[src/rtl/keypad_matrix_emulator_pkg.sv]
// Shared keypad codes, geometry and emulator state encodings.
// Imported by the emulator, its key map and any scanner bench.
package keypad_matrix_emulator_pkg;

  localparam int KEYPAD_ROW_WIDTH    = 4;
  localparam int KEYPAD_COL_WIDTH    = 4;
  localparam int KEYPAD_PAUSE_PERIOD = 16;

  localparam logic [3:0] KEY_0 = 4'h0;
  localparam logic [3:0] KEY_1 = 4'h1;
  localparam logic [3:0] KEY_2 = 4'h2;
  localparam logic [3:0] KEY_3 = 4'h3;
  localparam logic [3:0] KEY_4 = 4'h4;
  localparam logic [3:0] KEY_5 = 4'h5;
  localparam logic [3:0] KEY_6 = 4'h6;
  localparam logic [3:0] KEY_7 = 4'h7;
  localparam logic [3:0] KEY_8 = 4'h8;
  localparam logic [3:0] KEY_9 = 4'h9;
  localparam logic [3:0] KEY_A = 4'hA;
  localparam logic [3:0] KEY_B = 4'hB;
  localparam logic [3:0] KEY_C = 4'hC;
  localparam logic [3:0] KEY_D = 4'hD;
  localparam logic [3:0] KEY_E = 4'hE;
  localparam logic [3:0] KEY_F = 4'hF;

  typedef enum logic [1:0] {
    EMU_IDLE    = 2'd0,
    EMU_BOUNCE  = 2'd1,
    EMU_PRESS   = 2'd2,
    EMU_RELEASE = 2'd3
  } emu_state_e;

  function automatic int cnt_width(int n);
    return (n > 1) ? $clog2(n) : 1;
  endfunction

endpackage

[src/rtl/keypad_matrix_emulator_key_map.sv]
// Key code to active-low row/column pattern of the 4x4 matrix.
// Pure combinational; doubles as a golden model for scanner benches.
module keypad_key_map
  import keypad_matrix_emulator_pkg::*;
(
  input  logic [3:0] key,
  output logic [3:0] row_n,
  output logic [3:0] col_n
);

  always_comb begin
    row_n = 4'b1111;
    col_n = 4'b1111;
    unique case (key)
      KEY_F: {row_n, col_n} = 8'b0111_0111;
      KEY_E: {row_n, col_n} = 8'b0111_1011;
      KEY_D: {row_n, col_n} = 8'b0111_1101;
      KEY_C: {row_n, col_n} = 8'b0111_1110;
      KEY_B: {row_n, col_n} = 8'b1011_0111;
      KEY_3: {row_n, col_n} = 8'b1011_1011;
      KEY_6: {row_n, col_n} = 8'b1011_1101;
      KEY_9: {row_n, col_n} = 8'b1011_1110;
      KEY_A: {row_n, col_n} = 8'b1101_0111;
      KEY_2: {row_n, col_n} = 8'b1101_1011;
      KEY_5: {row_n, col_n} = 8'b1101_1101;
      KEY_8: {row_n, col_n} = 8'b1101_1110;
      KEY_0: {row_n, col_n} = 8'b1110_0111;
      KEY_1: {row_n, col_n} = 8'b1110_1011;
      KEY_4: {row_n, col_n} = 8'b1110_1101;
      KEY_7: {row_n, col_n} = 8'b1110_1110;
    endcase
  end

endmodule

[src/rtl/keypad_matrix_emulator.sv]
// Emulates one key press per request on a 4x4 matrix column return,
// with optional contact bounce and an enforced release gap.
module keypad_matrix_emulator
  import keypad_matrix_emulator_pkg::*;
#(
  parameter int HOLD_W         = 8,
  parameter int BOUNCE_CYCLES  = 6,
  parameter int RELEASE_CYCLES = 24
) (
  input  logic              clk,
  input  logic              rst,
  input  logic [3:0]        row_n,
  output logic [3:0]        col_n,
  input  logic              req_valid,
  output logic              req_ready,
  input  logic [3:0]        req_key,
  input  logic [HOLD_W-1:0] req_hold,
  output logic              busy,
  output logic              done
);

  localparam int PHASE_MAX =
    (BOUNCE_CYCLES > RELEASE_CYCLES) ? BOUNCE_CYCLES : RELEASE_CYCLES;
  localparam int CW = cnt_width(PHASE_MAX);
  localparam logic [CW-1:0] B_LAST =
    CW'((BOUNCE_CYCLES > 0) ? BOUNCE_CYCLES - 1 : 0);
  localparam logic [CW-1:0] R_LAST = CW'(RELEASE_CYCLES - 1);

  emu_state_e        state_q, state_d;
  logic [CW-1:0]     cnt_q, cnt_d;
  logic [HOLD_W-1:0] hold_q, hold_d;
  logic [3:0]        key_q, key_d;
  logic              done_q, done_d;
  logic              key_on;
  logic [3:0]        map_row, map_col;

  keypad_key_map u_map (
    .key   (key_q),
    .row_n (map_row),
    .col_n (map_col)
  );

  always_ff @(posedge clk) begin
    if (rst) begin
      state_q <= EMU_IDLE;
      cnt_q   <= '0;
      hold_q  <= '0;
      key_q   <= '0;
      done_q  <= 1'b0;
    end else begin
      state_q <= state_d;
      cnt_q   <= cnt_d;
      hold_q  <= hold_d;
      key_q   <= key_d;
      done_q  <= done_d;
    end
  end

  always_comb begin
    state_d = state_q;
    cnt_d   = cnt_q;
    hold_d  = hold_q;
    key_d   = key_q;
    done_d  = 1'b0;
    key_on  = 1'b0;
    unique case (state_q)
      EMU_IDLE: begin
        if (req_valid) begin
          key_d   = req_key;
          hold_d  = (req_hold == '0) ? HOLD_W'(1) : req_hold;
          cnt_d   = '0;
          state_d = (BOUNCE_CYCLES > 0) ? EMU_BOUNCE : EMU_PRESS;
        end
      end
      EMU_BOUNCE: begin
        key_on = cnt_q[0];
        if (cnt_q == B_LAST) begin
          cnt_d   = '0;
          state_d = EMU_PRESS;
        end else begin
          cnt_d = cnt_q + 1'b1;
        end
      end
      EMU_PRESS: begin
        key_on = 1'b1;
        if (hold_q == HOLD_W'(1)) begin
          cnt_d   = '0;
          state_d = EMU_RELEASE;
        end else begin
          hold_d = hold_q - 1'b1;
        end
      end
      EMU_RELEASE: begin
        if (cnt_q == R_LAST) begin
          cnt_d   = '0;
          done_d  = 1'b1;
          state_d = EMU_IDLE;
        end else begin
          cnt_d = cnt_q + 1'b1;
        end
      end
    endcase
  end

  // Non-one-hot strobes never match a key row, so they read as released.
  assign col_n     = (key_on && row_n == map_row) ? map_col : 4'b1111;
  assign req_ready = (state_q == EMU_IDLE);
  assign busy      = !req_ready;
  assign done      = done_q;

endmodule

[config.mk]
export PLATFORM = sky130hd
export DESIGN_NAME = keypad_matrix_emulator
export DESIGN_NICKNAME = d
export VERILOG_FILES = /design/src/rtl/keypad_matrix_emulator_pkg.sv /design/src/rtl/keypad_matrix_emulator_key_map.sv /design/src/rtl/keypad_matrix_emulator.sv
export SDC_FILE = /design/constraint.sdc
export NUM_CORES = 1
export LEC_CHECK = 0
export CAP_MARGIN = 15
export CORE_MARGIN = 3
export CORE_UTILIZATION = 54
export DETAILED_ROUTE_END_ITERATION = 8
export PLACE_DENSITY = 0.8
export SYNTH_ARGS = -nofsm -noshare
export SYNTH_HDL_FRONTEND = slang
export SYNTH_SLANG_ARGS = --single-unit
[constraint.sdc]
create_clock -name clk -period 2.4 [get_ports clk]
set_input_delay 0.72 -clock clk [delete_from_list [all_inputs] [get_ports clk]]
set_output_delay 0.72 -clock clk [all_outputs]
set_load 0.005 [all_outputs]
==> key figures <==
Floorplan
  • Die Area: 3970 sq um
  • Die width: 63.0 um
  • Num ports: 26
  • Std cell rows: 20
  • Core ar.: 3080 sq um
  • Die Ht: 63.0 um
  • Initial Util: 57.0%

Clock network
  • Worst-path clk slew: 0.16 ns
  • Htree depth: 1
  • CTS tree: built
  • CTS root buf: clkbuf_4
  • Sinks on Clock Net: 28
  • CTS max path bufs: 2
  • Hold buffer count at CTS: 0
  • Total CTS buffers: 3
  • Worst skew pair latency: 0.33 ns

Global route
  • First-pass GRT wire length: 7.45 mm
  • Remaining global-route overflow: 0
  • Vias in the first global route: 1698
  • All-layer global routing usage: 23.1%
  • Pin count of the biggest net entering global routing: 19
  • Initial antenna violation count: 0

Setup path
  • CP Max Fanout: 3
  • Kind of critical path: input port to output port
  • Worst Path Required: 1.68 ns
  • CP arrival: 1.72 ns
  • Worst setup SP type: input port
  • Crit end category: output port
  • R2r setup slk: 0.39 ns

Place
  • Detailed placement HPWL: 3.08 mm
  • Cell Area, Placed: 2170 sq um
  • Placed cells: 283
  • Port Buffers: 25
  • Gpl congestion: 0.838

Routing
  • Remaining DRCs: 0
  • WL per Instance: 14.6 um
  • Via Count: 1675
  • Starting DRT DRC Count: 144
  • DRT Wirelength: 4.27 mm
  • Antenna-violating nets left: 0
  • Vias per Instance: 5.74
  • Drt first pass iters: 4

Cells and area
  • Register Area: 568 sq um
  • Fill cells: 225
  • Fin nets: 282
  • Post-route cell area: 2290 sq um
  • Antenna cell count: 0
  • Finished Layout Cells: 292
  • Area of the multi-input gates: 1150 sq um
  • Layout cells sized above 1: 22.6%
  • Final core utilization: 74.4%
  • Area delta synth->final: 30.4%

Logic synthesis
  • Synth cell types: 53
  • Commonest cells in the netlist: dfxtp_1, a21oi_1, ha_1, nor2_1, nand2_1
  • Syn avg cell area: 8.65 sq um
  • Mapped Cells: 203
  • EDFF count, synth: 0
  • Post-synth ARST share: 0%
  • Synth top area share: 31.9%
  • Syn Std Cell Area: 1760 sq um
  • Most frequent cell after synthesis: dfxtp_1
  • Area leader, netlist: dfxtp_1
  • Synth area leaders: dfxtp_1, ha_1, a21oi_1
  • Post-synthesis register bit count: 28
  • Net Count, Synth: 236
  • Seq/Total Area, Yosys: 31.9%
  • Synth Warn #: 0
  • Ys flop type: dfxtp_1

Power and ir drop
  • Power Dens Cells: 958 nW/um^2
  • Sequential power share: 31.0%
  • Net Sw Frac: 39.8%
  • Pleak: 0.926 nW
  • Max rail drop VDD: 0.000477 V
  • Clk network pwr share: 14.4%
  • Comb pwr share: 54.6%
  • Psw: 0.000872 W
  • Cell-internal power: 0.00132 W

STA
  • Final Max Tran Viols: 0
  • Tmin final: 2.44 ns
  • Final period util: 102%
  • Least-Margin Pin Slew: 0.828 ns
  • Slew margin rel.: 44.3%
  • Setup ws final: -0.0402 ns
  • Hold WS: 0.492 ns
  • RSZ-0062 raised after global routing: yes
  • Clock skew: 0.00459 ns
  • Final hold viol count: 0
  • Peak Freq: 410 MHz
  • Setup_tns: -0.103 ns
  • Final setup vio count: 4

Status
  • Failing checks: negative setup slack
  • Status: finished, violations left

Job
  • Max_cap viols: 0

Worst hold path
  • Hold Path Class: flip-flop to flip-flop
[layout make-up]
cell class                      instances  share of cell area [%]
Clock buffer                            3                   0.984
Sequential cell                        28                    24.8
Tap cell                               44                    2.40
Inverter                               12                    2.19
Clock inverter                          1                    1.31
Multi-Input combinational cell        154                    50.2
Timing Repair Buffer                   50                    18.1
[cells by family (layout without fill, tap and decap cells)]
family | Yosys count | count (layout) | share of synthesized area (%)
muxes | 6 | 6 | 3.56
and+or+nand+nor | 73 | 73 | 24.0
AOI/OAI and AO/OA | 57 | 57 | 23.6
xor gates and xnor gates | 4 | 4 | 2.00
buffers and inverters | 21 | 66 | 4.92
adders and majority gates | 14 | 14 | 9.98
DFF | 28 | 28 | 31.9
[power groups by stage]
stage / sequential (W) / clock [W] / combinational, W
finish: 0.000681 / 0.000315 / 0.00120
global route: 0.000694 / 0.000339 / 0.00133
CTS: 0.000677 / 0.000318 / 0.00118
detailed placement: 0.000668 / 0 / 0.00108
global placement: 0.000660 / 0 / 0.00104
floorplan: 0.000648 / 0 / 0.000716
[placed cells by master (no fill, tap or decap), types with 3 or more instances in the layout]
| cell | Yosys | routed |
|---|---|---|
| a31oi_1 | 5 | 5 |
| clkdlybuf4s50_1 | 0 | 16 |
| nor2_1 | 14 | 14 |
| dfxtp_1 | 28 | 26 |
| and3_1 | 4 | 4 |
| nor2b_1 | 3 | 3 |
| clkbuf_4 | 0 | 3 |
| nand2b_1 | 9 | 9 |
| inv_1 | 11 | 9 |
| nand4_1 | 4 | 4 |
| xor2_1 | 3 | 3 |
| mux2i_1 | 4 | 4 |
| ha_1 | 14 | 11 |
| nand2_1 | 13 | 13 |
| buf_2 | 3 | 5 |
| nand3_1 | 8 | 8 |
| o21ai_0 | 8 | 8 |
| a211oi_1 | 4 | 4 |
| buf_4 | 1 | 24 |
| ha_4 | 0 | 3 |
| nor4_1 | 4 | 4 |
| a21oi_1 | 14 | 13 |
[critical path, stage by stage]
cell and delay (ns):
buf_6 0.09, xor2_1 0.13, nor4_1 0.25, and3_1 0.23
buf_6 0.11, nand2b_1 0.05, buf_2 0.13
[repair_timing]
| action | CTS | global route |
|---|---|---|
| endpoints found under the setup margin | 6 | 5 |
| buffers inserted | 5 | 0 |
| pin swaps | 6 | 2 |
| resized for setup | 41 | 4 |
[stage by stage]
step / setup slack (ns) / total power [W]
after detailed placement: -0.645 / 0.00175
final: -0.0402 / 0.00219
after global placement: -0.584 / 0.00170
after CTS: -0.0388 / 0.00217
after floorplan: 0.305 / 0.00136
after global routing: -0.126 / 0.00236
[state kept, by name, summed over array words and instances (netlist names)]
| signal | count |
|---|---|
| state_q | 2 |
| u_map.row_n | 4 |
| u_map.col_n | 4 |
| hold_q | 8 |
| cnt_q | 5 |
| key_q | 4 |
| done | 1 |
[routing by layer]
| metal | track usage, % | part of all wire (%) |
|---|---|---|
| met5 | 0 | 0 |
| met4 | 12.4 | 3.2 |
| met1 | 27.6 | 43 |
| met2 | 39.7 | 49 |
| met3 | 3.24 | 4.4 |
[final timing paths]
| path | startpoint | end | cells past startpoint |
|---|---|---|---|
| hold / removal | key_q[0]$_SDFFE_PP0N_ | key_q[0]$_SDFFE_PP0N_ | 2 |
| hold reg to reg | key_q[0]$_SDFFE_PP0N_ | key_q[0]$_SDFFE_PP0N_ | 2 |
| setup / recovery | row_n[2] | col_n[1] | 7 |
| setup reg to reg | state_q[0]$_SDFFE_PP0P_ | u_map.col_n[3]$_DFF_P_ | 8 |
Note: power is estimated with default switching activity, not from simulation.
